[config.mk]
export PLATFORM = sky130hd
export DESIGN_NAME = new_pe_conv_gen
export DESIGN_NICKNAME = d
export VERILOG_FILES = /design/src/rtl/new_pe_conv_gen.sv
export SDC_FILE = /design/constraint.sdc
export NUM_CORES = 1
export LEC_CHECK = 0
export CORE_UTILIZATION = 50
export DETAILED_ROUTE_END_ITERATION = 12
export DONT_BUFFER_PORTS = 1
export PLACE_DENSITY_LB_ADDON = 0.25
export SLEW_MARGIN = 20
export SYNTH_ARGS = -nofsm -noshare
export SYNTH_HDL_FRONTEND = slang
export SYNTH_SLANG_ARGS = --single-unit
export TNS_END_PERCENT = 100
[constraint.sdc]
create_clock -name clk -period 12.2 [get_ports clk]
set_input_delay 2.44 -clock clk [delete_from_list [all_inputs] [get_ports clk]]
set_output_delay 2.44 -clock clk [all_outputs]
set_load 0.01 [all_outputs]
[src/rtl/new_pe_conv_gen.sv]
// -----------------------------------------------------------------------------
// new_pe_conv_gen
//   One processing element of a 1-D convolution chain. Holds a K-tap sliding
//   window of ifmap samples and a K-tap weight register, multiplies tap-wise,
//   and adds the products to the partial sum arriving from the previous PE.
//   Pipeline: accept (stage 0) -> products (stage 1) -> accumulate (stage 2),
//   so a result appears two enabled edges after the sample that completes
//   the window.
//
// Ports
//   clk, rst_n   clock (rising edge), asynchronous active-low reset
//   en           global enable; 0 freezes every register
//   clr          synchronous clear of window, fill count, valids, sticky flag
//   wt_load      load weight register from filtr_in
//   filtr_in     K*WW weights, tap i at [i*WW +: WW]
//   filtr_out    registered weights, daisy-chained to the next PE
//   ifmap_in     DW-bit sample, qualified by ifmap_vld
//   ifmap_out    tap 0 (newest sample), shift chain to the next PE
//   psum_in      signed partial sum from the previous PE
//   psum_out     signed result, qualified by psum_vld (held otherwise)
//   sat_sticky   a clamp has happened since reset/clr (SAT=1 only)
// -----------------------------------------------------------------------------
module new_pe_conv_gen #(
  parameter int K      = 3,
  parameter int DW     = 8,
  parameter int WW     = 8,
  parameter int PSW    = 20,
  parameter int SIGNED = 1,
  parameter int SAT    = 1
) (
  input  logic            clk,
  input  logic            rst_n,
  input  logic            en,
  input  logic            clr,
  input  logic            wt_load,
  input  logic [K*WW-1:0] filtr_in,
  output logic [K*WW-1:0] filtr_out,
  input  logic [DW-1:0]   ifmap_in,
  input  logic            ifmap_vld,
  output logic [DW-1:0]   ifmap_out,
  input  logic [PSW-1:0]  psum_in,
  output logic [PSW-1:0]  psum_out,
  output logic            psum_vld,
  output logic            sat_sticky
);

  localparam int PW = DW + WW;             // full product width
  localparam int CW = $clog2(K + 1);       // fill counter width
  localparam int SW = PSW + CW + 1;        // accumulation width, cannot overflow

  localparam logic signed [SW-1:0] MAXV = {{(SW-PSW+1){1'b0}}, {(PSW-1){1'b1}}};
  localparam logic signed [SW-1:0] MINV = {{(SW-PSW+1){1'b1}}, {(PSW-1){1'b0}}};

  logic [DW-1:0]   r_tap [K];
  logic [CW-1:0]   r_cnt;
  logic [K*WW-1:0] r_wt;
  logic [PSW-1:0]  r_s0_psum;
  logic            r_s0_vld;
  logic [PW-1:0]   r_prod [K];
  logic [PSW-1:0]  r_s1_psum;
  logic            r_s1_vld;
  logic [PSW-1:0]  r_psum_out;
  logic            r_psum_vld;
  logic            r_sat;

  logic [CW-1:0]        w_cnt_nxt;
  logic [PW-1:0]        w_prod [K];
  logic signed [SW-1:0] w_sum;
  logic                 w_over;
  logic                 w_under;
  logic                 w_clamp;
  logic [PSW-1:0]       w_res;

  // Fill counter saturates at K; once full every accept yields a valid window.
  assign w_cnt_nxt = (r_cnt == CW'(K)) ? r_cnt : r_cnt + 1'b1;

  // Products use the taps and weights as registered before the stage-1 edge.
  always_comb begin
    for (int i = 0; i < K; i++) begin
      if (SIGNED != 0) w_prod[i] = $signed(r_tap[i]) * $signed(r_wt[i*WW +: WW]);
      else             w_prod[i] = r_tap[i] * r_wt[i*WW +: WW];
    end
  end

  // Stage-2 accumulate at a width wide enough to never wrap, then clamp or
  // truncate. psum_in is always signed; products follow SIGNED.
  always_comb begin
    // NOTE: every combinational output is assigned before any branch so no
    // path leaves it unassigned, which would otherwise infer a latch.
    w_sum   = SW'($signed(r_s1_psum));
    w_res   = '0;
    w_clamp = 1'b0;
    for (int i = 0; i < K; i++) begin
      if (SIGNED != 0) w_sum = w_sum + SW'($signed(r_prod[i]));
      else             w_sum = w_sum + SW'(r_prod[i]);
    end
    w_over  = (w_sum > MAXV);
    w_under = (w_sum < MINV);
    if (SAT != 0 && w_over) begin
      w_res   = MAXV[PSW-1:0];
      w_clamp = 1'b1;
    end else if (SAT != 0 && w_under) begin
      w_res   = MINV[PSW-1:0];
      w_clamp = 1'b1;
    end else begin
      w_res   = w_sum[PSW-1:0];
    end
  end

  always_ff @(posedge clk or negedge rst_n) begin
    if (!rst_n) begin
      // NOTE: the tap window and product array are register arrays, not RAM,
      // and must come out of reset empty, so they are reset element by element.
      for (int i = 0; i < K; i++) begin
        r_tap[i]  <= '0;
        r_prod[i] <= '0;
      end
      r_cnt      <= '0;
      r_wt       <= '0;
      r_s0_psum  <= '0;
      r_s0_vld   <= 1'b0;
      r_s1_psum  <= '0;
      r_s1_vld   <= 1'b0;
      r_psum_out <= '0;
      r_psum_vld <= 1'b0;
      r_sat      <= 1'b0;
    end else if (en) begin
      // NOTE: non-blocking assignments so every stage samples the values
      // its predecessor held before this edge, independent of statement order.
      if (wt_load) r_wt <= filtr_in;
      for (int i = 0; i < K; i++) r_prod[i] <= w_prod[i];
      r_s1_psum <= r_s0_psum;
      if (clr) begin
        // Clear wins over a same-edge accept; psum_out and weights survive.
        for (int i = 0; i < K; i++) r_tap[i] <= '0;
        r_cnt      <= '0;
        r_s0_vld   <= 1'b0;
        r_s1_vld   <= 1'b0;
        r_psum_vld <= 1'b0;
        r_sat      <= 1'b0;
      end else begin
        r_s1_vld   <= r_s0_vld;
        r_psum_vld <= r_s1_vld;
        if (r_s1_vld) begin
          r_psum_out <= w_res;
          if (w_clamp) r_sat <= 1'b1;
        end
        if (ifmap_vld) begin
          r_tap[0] <= ifmap_in;
          for (int i = 1; i < K; i++) r_tap[i] <= r_tap[i-1];
          r_cnt     <= w_cnt_nxt;
          r_s0_psum <= psum_in;
          r_s0_vld  <= (w_cnt_nxt == CW'(K));
        end else begin
          r_s0_vld  <= 1'b0;   // bubble
        end
      end
    end
  end

  assign filtr_out  = r_wt;
  assign ifmap_out  = r_tap[0];
  assign psum_out   = r_psum_out;
  assign psum_vld   = r_psum_vld;
  assign sat_sticky = r_sat;

endmodule

# After elaboration in Yosys (flattened, before gate mapping)
# Index checks and enable logic that the tools add are counted.
[op_classes]
n_eq_ne = 2
addsub = 4
order_cmp = 2
n_mux = 16
n_bitwise = 1
multipliers = 3
n_reduce_logical = 8
[op_table]
columns = ["op", "count"]
rows = [
  ["multiplier 8 x 8 -> 16 bit", 3],
  ["two-way mux 24 bit", 2],
  ["two-way mux 20 bit", 2],
  ["adder 22 x 16 -> 23 bit", 1],
  ["greater-than comparator 23 x 20 -> 1 bit (second input constant)", 1],
  ["less-than comparator 23 x 20 -> 1 bit (second input constant)", 1],
  ["adder 21 x 16 -> 22 bit", 1],
  ["adder 20 x 16 -> 21 bit", 1],
  ["two-way mux 1 bit", 9],
  ["AND reduction 3 bit", 3],
  ["two-way mux 2 bit", 3],
  ["nonzero test 2 bit", 3],
  ["== test 2 bit (second input constant)", 2],
  ["AND reduction 2 bit", 2],
  ["adder 2 x 1 -> 2 bit (second input constant)", 1],
  ["NOT 1 bit", 1],
]
[word_totals]
register_bits = 162
input_bits = 58
word_cells = 51

# Depth between registers and ports, before layout
[depth]
ltp_word = 9
ltp_mapped = 20

# Worst setup path after synthesis
# No wires, ideal clock.
[synth_path]
kind = "register -> register"
startpoint = "register r_tap, in the netlist ifmap_out[7]"
endpoint = "register r_prod[46] (netlist name)"
path_buffers = 1
path_stages_with_launch = 20
synth_period_minus_slack_ns = 4.442
setup_time_ns = 0.087
slack_ns = 7.758
arrival_ns = 4.356
path_cell_list = "dfrtp_1 > clkbuf_1 > and2_1 > fa_1 > inv_1 > fa_1 > inv_1 > fa_1 > inv_1 > fa_1 > inv_1 > ha_1 > o21ai_0 > a21boi_0 > o21ai_0 > nand2b_1 > a21o_1 > a31oi_1 > mux2_2 > o211ai_1"
[synth_via]
elab_chain_cells = 1
[synth_rtl]
columns = ["item", "line_no", "text"]
rows = [
  ["from (decl)", "54", "logic [DW-1:0] r_tap [K];"],
  ["multiplier 8 x 8 -> 16 bit", "80", "if (SIGNED != 0) w_prod[i] = $signed(r_tap[i]) * $signed(r_wt[i*WW +: WW]);"],
  ["to (signal, indexed assignment)", "116", "r_prod[i] <= '0;"],
  ["to (decl)", "59", "logic [PW-1:0] r_prod [K];"],
]
# No other way between the ends.
# A chain may end at the register's enable or synchronous reset.

# Final worst setup path
[layout_path]
startpoint = "register r_wt[19] (netlist: filtr_out[19])"
endpoint = "register r_prod[14] (netlist name)"
[layout_via]
elab_chain_cells = 1
[layout_rtl]
columns = ["item", "line_no", "text"]
rows = [
  ["from (decl)", "56", "logic [K*WW-1:0] r_wt;"],
  ["from (signal assigned)", "130", "if (wt_load) r_wt <= filtr_in;"],
  ["multiplier 8 x 8 -> 16 bit", "80", ""],
]
# No other way between the ends.

==> metrics.cfg <==
[outcome]
outcome = complete, no violations

[final_layout]
multiInputGateArea_um2 = 9860
syn_to_final_growth_pct = 5.57
final_common_cell = inv_1
fill_cells = 2654
layout-drive-gt1-share_pct = 7.03
nets = 1861
final_cell_mix = inv_1 (311), fa_1 (201), dfrtp_1 (162)
seqCellArea_um2 = 4050
fin_cells = 1897
antenna_cells = 0

[floorplan]
io_pins = 112
die_w_um = 177
start_util_pct = 51.3
die_y_um = 177
core_um2 = 29900
die-area_um2 = 31400
rows = 63

[routing]
wire_per_inst_um = 17.1
vias = 10000
drc_errors = 0
vias_per_cell = 5.28
ant_nets = 0
wirelength_mm = 32.5
dr.pass1.iters = 4
drtIter0Drc = 613

[power]
power.leakage_nw = 7.80
p_per_area_nw_per_um2 = 248
vdd_ir_drop_max_uv = 209

[sta]
tns_ns = 0
max_freq_ghz = 0.210
period_share_pct = 39.0
worst_slack_ns = 7.44
finalHoldViolCount = 0
finalSetupViolations = 0
slew_headroom_pct = 39.2
finalMaxSlewViolations = 0
fin_skew_ns = 0.0125
rsz0062_at_grt = false
period_needed_ns = 4.76
tightestPinTransition_ns = 0.911

[synth]
synthAdderAreaFrac_pct = 35.1
synthMuxAreaShare_pct = 4.48
syn_avg_cell_area_um2 = 10.0
async_flop_share_pct = 100
synth_top_family_by_area = adder cells
yosysWarnings = 0
syn_area_um2 = 15300
synthCells = 1531
synthesis.nets = 1898
synth_cell_type_count = 57
synthSimpleGateAreaFrac_pct = 12.3
synth_edf_count = 0
ys.flop_type = dfrtp_1
ys_ff_latch = 162
synth_compound_area_share_pct = 9.13
ys_seq_area_share_pct = 26.4
synth_xor_area_share_pct = 3.31

[global_route]
antenna_found_initial = 1
overflow = 0
gr-usage-all-layers_pct = 22.5
grt_pass1_wl_mm = 54.4
grt_pass1_vias = 10300
grt_start_max_net_pins = 163

[critical_path]
startpoint = filtr_out[19]
critPathArrivalTime_ns = 5.13
crit_slowest_cell = dfrtp_1
rr_worst_depth = 17
required_ns = 12.57
path_cells = and2_1 > fa_1 > ha_1 > inv_1 > fa_1 > fa_1 > inv_1 > ha_1 > nor2b_1 > o21ai_0 > a21boi_0 > o21ai_0 > nand2b_1 > a21o_1 > a31oi_1 > mux2_2 > o211ai_1
max_stage_delay_ns = 0.62
worstSetupPathType = register to register
timing.critical_path.to = r_prod[14]
start_kind = register
path_max_fanout = 10
rr_startpoint = filtr_out[19]
rrSetupSlack_ns = 7.44
reg2reg_to = r_prod[14]
crit_top_cell = fa_1
endpoint_kind = register

[placement]
gp_congestion = 0.839
dp_hpwl_mm = 25.0
io_buffers = 0
dp_slack_ns = 7.44
dp_cells = 1865

[clock_tree]
cts_tree = yes
cts_hold_repair.buffers = 0
clkLatencyLatePin_ns = 0.45
cts_buffer_depth = 2
numCtsBuffers = 17
postCtsSetupRepairBufs = 0
post_cts_resize_count = 0
root_buffer = clkbuf_16
clock_sinks = 162
clkTransAtPathRegs_ns = 0.07
htree_levels = 4

[run]
maxCapViolCount = 0

[hold_path]
hp-class = register to register

==> cells by family (layout without fill, tap and decap cells) <==
group	Yosys count	count (layout)
multiplexers	62	62
XOR/XNOR	58	58
flip-flops	162	162
buffers and inverters	369	345
AO/OA/AOI/OAI	207	207
adder cells (fa/ha/maj)	309	309
AND/OR/NAND/NOR	364	364
==> flip-flops by register name, summed over array words and instances (netlist names) <==
name	flops
filtr_out	24
ifmap_out	8
psum_out	20
psum_vld	1
r_cnt	2
r_prod	48
r_s0_psum	20
r_s0_vld	1
r_s1_psum	20
r_s1_vld	1
r_tap	16
sat_sticky	1
==> synth_stat cells, types with 3 or more instances <==
| cell | number | area share, % |
|---|---|---|
| xor2_1 | 13 | 0.74 |
| nand3_1 | 17 | 0.56 |
| or2_2 | 3 | 0.12 |
| buf_1 | 4 | 0.098 |
| nand2_1 | 129 | 3.2 |
| a22o_1 | 34 | 1.9 |
| xnor2_1 | 45 | 2.6 |
| a31oi_1 | 8 | 0.33 |
| nor2_1 | 33 | 0.81 |
| fa_1 | 201 | 26 |
| ha_1 | 108 | 8.8 |
| nor2b_1 | 8 | 0.33 |
| clkbuf_1 | 44 | 1.1 |
| a211oi_1 | 3 | 0.15 |
| inv_1 | 311 | 7.6 |
| a31o_2 | 5 | 0.29 |
| and2_1 | 118 | 4.8 |
| buf_4 | 9 | 0.44 |
| a21o_1 | 12 | 0.59 |
| nor3_1 | 9 | 0.29 |
| a21boi_0 | 4 | 0.20 |
| a41oi_1 | 3 | 0.17 |
| nand3b_1 | 10 | 0.49 |
| o22a_1 | 10 | 0.57 |
| a21oi_1 | 33 | 1.1 |
| o21ai_0 | 69 | 2.3 |
| mux2_2 | 53 | 3.9 |
| dfrtp_1 | 162 | 26 |
| o211ai_1 | 5 | 0.24 |
| mux2i_1 | 9 | 0.59 |
| nand2b_1 | 27 | 1.1 |
==> worst min path at each step <==
| stage | endpoint | startpoint | depth (start not counted) | slack (ns) |
|---|---|---|---|---|
| floorplan | r_s1_psum[10] | r_s0_psum[10] | 2 | 0.45 |
| global placement | r_s1_vld | r_s0_vld | 2 | 0.46 |
| detailed placement | r_s1_vld | r_s0_vld | 2 | 0.47 |
| CTS | r_s1_vld | r_s0_vld | 2 | 0.49 |
| global route | r_s1_psum[1] | r_s0_psum[1] | 2 | 0.52 |
| finish | r_s1_vld | r_s0_vld | 2 | 0.48 |
==> cell type report <==
class / count / area share (%)
flip-flops and latches: 162 / 25.0
well taps: 390 / 3.02
clock buffers: 20 / 2.82
inverters: 311 / 7.21
clock inverters: 12 / 0.912
repair buffers: 2 / 0.0928
multi-input cells: 1000 / 60.9
==> metal layers <==
| layer | vias to the layer above | part of all wire (%) | track usage, % |
|---|---|---|---|
| li1 | 4711 | - | - |
| met1 | 5091 | 46 | 31.1 |
| met2 | 189 | 49 | 36.7 |
| met3 | 20 | 4.3 | 4.57 |
| met4 | 2 | 0.69 | 4.35 |
| met5 | - | 0.040 | 0 |
==> per-stage QoR <==
stage | util, % | instance area (um^2) | hold WS, ns | power [W]
final | 54.2 | 16200 | 0.482 | 0.00401
after CTS | 54.2 | 16200 | 0.488 | 0.00403
after detailed placement | 52.2 | 15600 | 0.468 | 0.00345
after floorplan | - | 15300 | 0.449 | 0.00295
after global placement | 52.1 | 15600 | 0.462 | 0.00341
after global routing | 54.2 | 16200 | 0.525 | 0.00439
==> where the power goes <==
group / total (W) / internal (W) / switching, W
combinational: 0.00265 / 0.00111 / 0.00154
clock: 0.000563 / 0.000317 / 0.000246
sequential: 0.000792 / 0.000661 / 0.000130
total: 0.00401 / 0.00208 / 0.00192
==> worst max-delay path: cells and delay by family, from the launching register on <==
family / cells / cell delay [ns]
fa+ha+maj: 5 / 2.10
buf+inv: 2 / 0.10
flops: 1 / 0.62
simple gates: 3 / 0.48
mux: 1 / 0.35
compound gates: 6 / 1.03
Note: power is estimated with default switching activity, not from simulation.
